==> src/rtl/seg_scan_scheduler_if.sv <==
// Load handshake and display-pin bundle for seg_scan_scheduler.
// The master side is the application plus the board pins; the slave side is the scheduler.
interface seg_scan_scheduler_if;
    logic        load;
    logic [15:0] value_in;
    logic [3:0]  dp_in;
    logic [3:0]  blank_in;
    logic        ready;
    logic [1:0]  digit_sel;
    logic [3:0]  anode;
    logic [6:0]  cathode;
    logic        dp;

    modport master (
        output load, value_in, dp_in, blank_in,
        input  ready, digit_sel, anode, cathode, dp
    );

    modport slave (
        input  load, value_in, dp_in, blank_in,
        output ready, digit_sel, anode, cathode, dp
    );
endinterface

==> src/rtl/seg_scan_scheduler.sv <==
// 4-digit common-anode 7-segment scan scheduler.
// A prescaler divides the clock into digit slots. Each slot starts with an
// all-anodes-off blank window before the digit is driven. The displayed value
// is double-buffered behind a valid/ready load, and a new value is swapped in
// only at a frame boundary, so a scan never shows a mix of old and new digits.
module seg_scan_scheduler #(
    parameter int PRESCALE     = 100000,
    parameter int BLANK_CYCLES = 1000
) (
    input logic                 clock,
    input logic                 reset_n,
    seg_scan_scheduler_if.slave bus
);
    localparam int CW = (PRESCALE > 2) ? $clog2(PRESCALE) : 1;

    typedef enum logic {
        ST_BLANK = 1'b0,
        ST_DRIVE = 1'b1
    } state_t;

    // Active-low glyphs {g,f,e,d,c,b,a} for hex digits 0..F.
    function automatic logic [6:0] hex7(input logic [3:0] n);
        case (n)
            4'h0:    hex7 = 7'b1000000;
            4'h1:    hex7 = 7'b1111001;
            4'h2:    hex7 = 7'b0100100;
            4'h3:    hex7 = 7'b0110000;
            4'h4:    hex7 = 7'b0011001;
            4'h5:    hex7 = 7'b0010010;
            4'h6:    hex7 = 7'b0000010;
            4'h7:    hex7 = 7'b1111000;
            4'h8:    hex7 = 7'b0000000;
            4'h9:    hex7 = 7'b0010000;
            4'hA:    hex7 = 7'b0001000;
            4'hB:    hex7 = 7'b0000011;
            4'hC:    hex7 = 7'b1000110;
            4'hD:    hex7 = 7'b0100001;
            4'hE:    hex7 = 7'b0000110;
            4'hF:    hex7 = 7'b0001110;
            default: hex7 = 7'b1111111;
        endcase
    endfunction

    logic [CW-1:0] r_cnt;
    logic [1:0]    r_digit;
    state_t        r_state;
    logic [3:0]    r_anode;
    logic [6:0]    r_cathode;
    logic          r_dp;
    logic          r_ready;
    logic [15:0]   r_act_val;
    logic [3:0]    r_act_dp;
    logic [3:0]    r_act_blank;
    logic [15:0]   r_pend_val;
    logic [3:0]    r_pend_dp;
    logic [3:0]    r_pend_blank;

    logic          w_slot_end;
    logic          w_frame_end;
    logic          w_blank_done;
    logic          w_accept;
    logic          w_commit;
    logic [3:0]    w_nibble;
    logic [3:0]    w_anode_on;
    logic [6:0]    w_seg;
    logic          w_dp;

    assign w_slot_end   = (r_cnt == CW'(PRESCALE - 1));
    assign w_frame_end  = w_slot_end && (r_digit == 2'd3);
    assign w_blank_done = (r_cnt == CW'(BLANK_CYCLES - 1));
    // ready low means the pending buffer holds an uncommitted value.
    assign w_accept     = bus.load && r_ready;
    assign w_commit     = w_frame_end && !r_ready;
    assign w_nibble     = r_act_val[{r_digit, 2'b00} +: 4];
    assign w_anode_on   = ~(4'b0001 << r_digit);

    // Segment and decimal-point pattern for the current slot, honouring per-digit blank.
    always_comb begin
        w_seg = 7'b1111111;
        w_dp  = 1'b1;
        if (r_act_blank[r_digit]) begin
            w_seg = 7'b1111111;
            w_dp  = 1'b1;
        end else begin
            w_seg = hex7(w_nibble);
            w_dp  = ~r_act_dp[r_digit];
        end
    end

    // Prescaler and digit-slot sequencer; free-running regardless of the handshake.
    always_ff @(posedge clock or negedge reset_n) begin
        if (!reset_n) begin
            r_cnt   <= {CW{1'b0}};
            r_digit <= 2'd0;
        end else if (w_slot_end) begin
            r_cnt   <= {CW{1'b0}};
            r_digit <= r_digit + 2'd1;
        end else begin
            r_cnt   <= r_cnt + CW'(1);
        end
    end

    // Blank/drive FSM with registered pin outputs switched on the same edge as the state.
    always_ff @(posedge clock or negedge reset_n) begin
        if (!reset_n) begin
            r_state   <= ST_BLANK;
            r_anode   <= 4'b1111;
            r_cathode <= 7'b1111111;
            r_dp      <= 1'b1;
        end else begin
            case (r_state)
                ST_BLANK: begin
                    if (w_blank_done) begin
                        r_state   <= ST_DRIVE;
                        r_anode   <= w_anode_on;
                        r_cathode <= w_seg;
                        r_dp      <= w_dp;
                    end else begin
                        r_anode   <= 4'b1111;
                        r_cathode <= 7'b1111111;
                        r_dp      <= 1'b1;
                    end
                end
                ST_DRIVE: begin
                    if (w_slot_end) begin
                        r_state   <= ST_BLANK;
                        r_anode   <= 4'b1111;
                        r_cathode <= 7'b1111111;
                        r_dp      <= 1'b1;
                    end else begin
                        r_anode   <= w_anode_on;
                        r_cathode <= w_seg;
                        r_dp      <= w_dp;
                    end
                end
                default: begin
                    r_state   <= ST_BLANK;
                    r_anode   <= 4'b1111;
                    r_cathode <= 7'b1111111;
                    r_dp      <= 1'b1;
                end
            endcase
        end
    end

    // Load staging and frame-boundary commit; a commit never sees data staged on the same edge.
    always_ff @(posedge clock or negedge reset_n) begin
        if (!reset_n) begin
            r_ready      <= 1'b1;
            r_act_val    <= 16'h0000;
            r_act_dp     <= 4'h0;
            r_act_blank  <= 4'h0;
            r_pend_val   <= 16'h0000;
            r_pend_dp    <= 4'h0;
            r_pend_blank <= 4'h0;
        end else if (w_commit) begin
            r_act_val    <= r_pend_val;
            r_act_dp     <= r_pend_dp;
            r_act_blank  <= r_pend_blank;
            r_pend_val   <= 16'h0000;
            r_pend_dp    <= 4'h0;
            r_pend_blank <= 4'h0;
            r_ready      <= 1'b1;
        end else if (w_accept) begin
            r_pend_val   <= bus.value_in;
            r_pend_dp    <= bus.dp_in;
            r_pend_blank <= bus.blank_in;
            r_ready      <= 1'b0;
        end else begin
            r_ready      <= r_ready;
        end
    end

    assign bus.ready     = r_ready;
    assign bus.digit_sel = r_digit;
    assign bus.anode     = r_anode;
    assign bus.cathode   = r_cathode;
    assign bus.dp        = r_dp;
endmodule

==> src/flat_wrapper.sv <==
// flat-port wrapper written by rule: the top's interface ports become plain ports
module seg_scan_scheduler_flat 
#(
    parameter int PRESCALE     = 100000,
    parameter int BLANK_CYCLES = 1000
)
  (clock, reset_n, bus_load, bus_value_in, bus_dp_in, bus_blank_in, bus_ready, bus_digit_sel, bus_anode, bus_cathode, bus_dp);
  seg_scan_scheduler_if bus_i ();
  input logic clock;
  input logic reset_n;
  input wire logic [$bits(bus_i.load)-1:0] bus_load;
  input wire logic [$bits(bus_i.value_in)-1:0] bus_value_in;
  input wire logic [$bits(bus_i.dp_in)-1:0] bus_dp_in;
  input wire logic [$bits(bus_i.blank_in)-1:0] bus_blank_in;
  output wire logic [$bits(bus_i.ready)-1:0] bus_ready;
  output wire logic [$bits(bus_i.digit_sel)-1:0] bus_digit_sel;
  output wire logic [$bits(bus_i.anode)-1:0] bus_anode;
  output wire logic [$bits(bus_i.cathode)-1:0] bus_cathode;
  output wire logic [$bits(bus_i.dp)-1:0] bus_dp;
  assign bus_i.load = bus_load;
  assign bus_i.value_in = bus_value_in;
  assign bus_i.dp_in = bus_dp_in;
  assign bus_i.blank_in = bus_blank_in;
  assign bus_ready = bus_i.ready;
  assign bus_digit_sel = bus_i.digit_sel;
  assign bus_anode = bus_i.anode;
  assign bus_cathode = bus_i.cathode;
  assign bus_dp = bus_i.dp;
  seg_scan_scheduler #(.PRESCALE(PRESCALE), .BLANK_CYCLES(BLANK_CYCLES)) u_core (.clock(clock), .reset_n(reset_n), .bus(bus_i));
endmodule
==> config.mk <==
export PLATFORM = sky130hd
export DESIGN_NAME = seg_scan_scheduler_flat
export DESIGN_NICKNAME = d
export VERILOG_FILES = /design/src/rtl/seg_scan_scheduler_if.sv /design/src/rtl/seg_scan_scheduler.sv /design/src/flat_wrapper.sv
export SDC_FILE = /design/constraint.sdc
export NUM_CORES = 1
export LEC_CHECK = 0
export BUFFER_PORTS_ARGS = -buffer_cell sky130_fd_sc_hd__buf_4
export CAP_MARGIN = 10
export CORE_ASPECT_RATIO = 1.25
export CORE_MARGIN = 5
export CORE_UTILIZATION = 55
export CTS_CLUSTER_DIAMETER = 40
export DETAILED_ROUTE_END_ITERATION = 10
export GPL_TIMING_DRIVEN = 0
export MAX_ROUTING_LAYER = met4
export PLACE_DENSITY_LB_ADDON = 0.08
export SYNTH_ARGS = -nofsm -noshare
export SYNTH_HDL_FRONTEND = slang
export SYNTH_SLANG_ARGS = --single-unit
export TNS_END_PERCENT = 5
==> constraint.sdc <==
create_clock -name clock -period 5.67 [get_ports clock]
set_input_delay 0.2835 -clock clock [delete_from_list [all_inputs] [get_ports clock]]
set_output_delay 0.2835 -clock clock [all_outputs]
set_load 0.05 [all_outputs]
==> reports/results.txt <==
Share of cells above drive strength 1: 27.1%
Crit Path Max Fanout: 10
Syn avg cell area: 11.0 µm²
Count of H-tree levels built during CTS: 3
Detailed-route wire length: 6.99 mm
Combinational power share: 3.5%
Filler instances: 551
Cell at the slowest stage of the critical path: sky130_fd_sc_hd__mux4_2
Worst rel slew slack: 35.8%
Initial antenna violation count: 0
Main area contributors after synthesis: sky130_fd_sc_hd__dfrtp_1, sky130_fd_sc_hd__dfstp_2, sky130_fd_sc_hd__nand2_1, sky130_fd_sc_hd__mux2_2, sky130_fd_sc_hd__ha_1
Post-synthesis cell type with the largest combined area: sky130_fd_sc_hd__dfrtp_1
Power share of the clock group: 37.7%
Hold-fix buffer count after cts: 0
Largest stage delay on the critical path: 0.63 ns
Vertical die dimension: 102 µm
Vias: 2589
Net Count, Synth: 380
Worst ir drop on vdd: 159 µV
Post-synthesis to final-layout area growth: 15.8%
Leakage: 1.90 nW
Portion of the clock cycle consumed by the worst path in the final layout: 49.1%
Clock tree from TritonCTS: built
Vias in the first global route: 2587
Classification of the worst setup path: flip-flop to flip-flop
Overall die width: 83.9 µm
Wirelength per Cell: 14.4 µm
I/O pins: 42
Number of buffers created by CTS: 9
Internal power of the cells: 0.000774 W
Net Switching: 0.000246 W
First-pass GRT wire length: 12.3 mm
Fin cells: 485
Sw frac: 24.1%
Global placer's final weighted congestion: 0.816
Sequential fraction of the synthesis area: 54.5%
Number of cells in the design after placement: 469
Maximum number of pins on one net before global-route repair: 82
Startpoint class of the critical path: flip-flop
Total Routing Usage GR: 18.6%
Footprint of the multi-input gates: 1580 µm²
Number of setup violations in the final report: 0
Area fraction of the dominant cell type after synthesis: 45.4%
Placeable core area: 6610 µm²
Average vias per placed instance: 5.34
Power density normalized to cell area: 235 nW/µm²
Most used flip-flop cell after synthesis: sky130_fd_sc_hd__dfrtp_1
Number of storage elements in the synthesis netlist: 81
Kind of end point of the critical path: flip-flop
Total power consumption of the routed design: 0.00102 W
Detailed-router iteration count before antenna repair: 4
Netlist area before placement: 3750 µm²
Number of I/O port buffers: 41
# Post-CTS Setup Buffers: 0
Largest buffer count on any clock path: 2
Fraction of synthesis flops using an asynchronous set or reset pin: 100%
Clock Sinks: 81
Number of unique standard cell types used by synthesis: 45
Crit path cell chain: buf_2, mux4_2, inv_1, ha_1, clkbuf_1, mux2i_1, nand3_1, o2111a_1, a21oi_1, o21ai_0
Total placed instance area: 4170 µm²
Crit path time final: 2.79 ns
Effective utilization at floorplan: 56.8%
Portion of total power attributed to sequential cells: 58.9%
Antenna diode instance count: 0
Slew Limit Fails: 0
Required time of the critical path: 5.94 ns
Outcome: completed
Remaining design rule violation count: 0
Fmax: 359 MHz
Worst clock skew on the final layout: 0.0107 ns
Gate Count Post-Synth: 341
Gates resized, CTS repair: 0
Hold violation total from the final report: 0
HPWL after detailed placement: 4.98 mm
Remaining number of nets flagged by the antenna check after routing: 0
Number of max-capacitance violations reported: 0
Final-stage net count: 432
Root Buffer Master: sky130_fd_sc_hd__clkbuf_8
Clock insertion delay at the later pin of the skew report: 0.35 ns
Final sum of negative setup slack: 0 ns
Unrepaired setup endpoints after global routing: no
Clock slew seen by the registers of the worst setup and hold paths: 0.09 ns
Summed area of non-filler cells in the final layout: 4340 µm²
Gr ovfl total: 0
Iter 0 DRT Violations: 72
Row count: 33
EDFF count, synth: 0
Floorplan die area: 8580 µm²
Endpoint arrival time on the critical path: 3.05 ns
Classification of the worst-slack hold path: input port to asynchronous set/reset pin
Measured slew at the worst slew-check pin: 0.962 ns
Synthesis warning total: 0
Register area: 2040 µm²
[through the flow]
step	setup slack [ns]	hold slack (ns)	utilization, %
after floorplan	2.98	-0.0121	-
after global placement	2.96	0.437	63.1
after detailed placement	2.91	0.449	63.1
after CTS	2.89	0.0687	65.8
after global routing	2.65	0.0733	65.8
final	2.88	0.0635	65.8
[power groups by stage]
stage	Sequential (W)	Combinational (W)	Clock, W
finish	0.000600	0.0000354	0.000384
detailed placement	0.000611	0.0000366	0
floorplan	0.000609	0.0000100	0
global placement	0.000611	0.0000356	0
global route	0.000603	0.0000421	0.000420
CTS	0.000600	0.0000367	0.000394
[layout by cell type (no fill, tap or decap), types with 8 or more instances in the layout]
master,n
sky130_fd_sc_hd__nand3_1,10
sky130_fd_sc_hd__nor2_1,15
sky130_fd_sc_hd__ha_1,12
sky130_fd_sc_hd__dfrtp_1,68
sky130_fd_sc_hd__inv_1,8
sky130_fd_sc_hd__mux2_2,21
sky130_fd_sc_hd__o21ai_0,30
sky130_fd_sc_hd__nand2_1,76
sky130_fd_sc_hd__clkbuf_1,10
sky130_fd_sc_hd__clkbuf_8,9
sky130_fd_sc_hd__buf_4,42
sky130_fd_sc_hd__dfstp_2,13
sky130_fd_sc_hd__xnor2_1,11
[Yosys cell counts (all sizes together) (2+ instances only)]
cell,instances
a21oi,2
and2,2
and3,2
buf,6
clkbuf,10
dfrtp,68
dfstp,13
ha,12
inv,8
mux2,26
mux2i,6
mux4,5
nand2,76
nand2b,2
nand3,10
nand4,4
nor2,15
nor2b,2
nor3,5
nor4,5
o21ai,31
xnor2,11
xor2,5
[critical path, delay by kind of cell, from the launching register on]
kind | cells | cell delay [ns]
muxes | 2 | 0.77
DFF | 1 | 0.43
and+or+nand+nor | 1 | 0.10
AOI/OAI and AO/OA | 3 | 0.45
adders and majority gates | 1 | 0.15
buffers and inverters | 3 | 0.80
[registers in the layout, indices dropped and copies added (netlist names)]
name	flops
u_core.bus.anode	4
u_core.bus.cathode	7
u_core.bus.digit_sel	2
u_core.bus.dp	1
u_core.bus.ready	1
u_core.r_act_blank	4
u_core.r_act_dp	4
u_core.r_act_val	16
u_core.r_cnt	17
u_core.r_pend_blank	4
u_core.r_pend_dp	4
u_core.r_pend_val	16
u_core.r_state	1
[cells by family after synthesis]
kind of cell	synth area share, %
and+or+nand+nor	15.3
DFF	54.5
AOI/OAI and AO/OA	6.31
muxes	12.9
buffers and inverters	3.27
xor gates and xnor gates	3.74
adders and majority gates	4.00
[worst paths after layout]
check | startpoint | to | slack, ns | cells after the start
setup reg to reg | u_core.bus.digit_sel[0] | u_core.bus.cathode[0] | 2.88 | 10
hold / removal | reset_n | u_core.r_cnt[11] | 0.06 | 1
hold reg to reg | u_core.r_cnt[12] | u_core.r_cnt[12] | 0.51 | 1
max in group asynchronous | reset_n | u_core.r_pend_dp[3] | 4.96 | 1
min in group clock | bus_load | u_core.bus.ready | 0.08 | 2
setup / recovery | u_core.bus.digit_sel[0] | u_core.bus.cathode[0] | 2.88 | 10
[layout make-up]
cell class	instances	area share (%)
multi-input combinational	236	36.5
clock buffer	10	2.94
buffer	16	2.13
timing repair buffer	41	7.09
sequential	81	47.0
inverter	8	0.691
tap	87	2.51
clock inverter	6	1.15
[routing by layer]
layer / track usage [%] / wire [µm] / vias up
li1: - / - / 1263
met1: 23.8 / 3180 / 1257
met2: 29.3 / 3400 / 53
met3: 2.90 / 234 / 16
met4: 9.16 / 173 / 0
met5: - / 0 / -
Note: power is estimated with default switching activity, not from simulation.
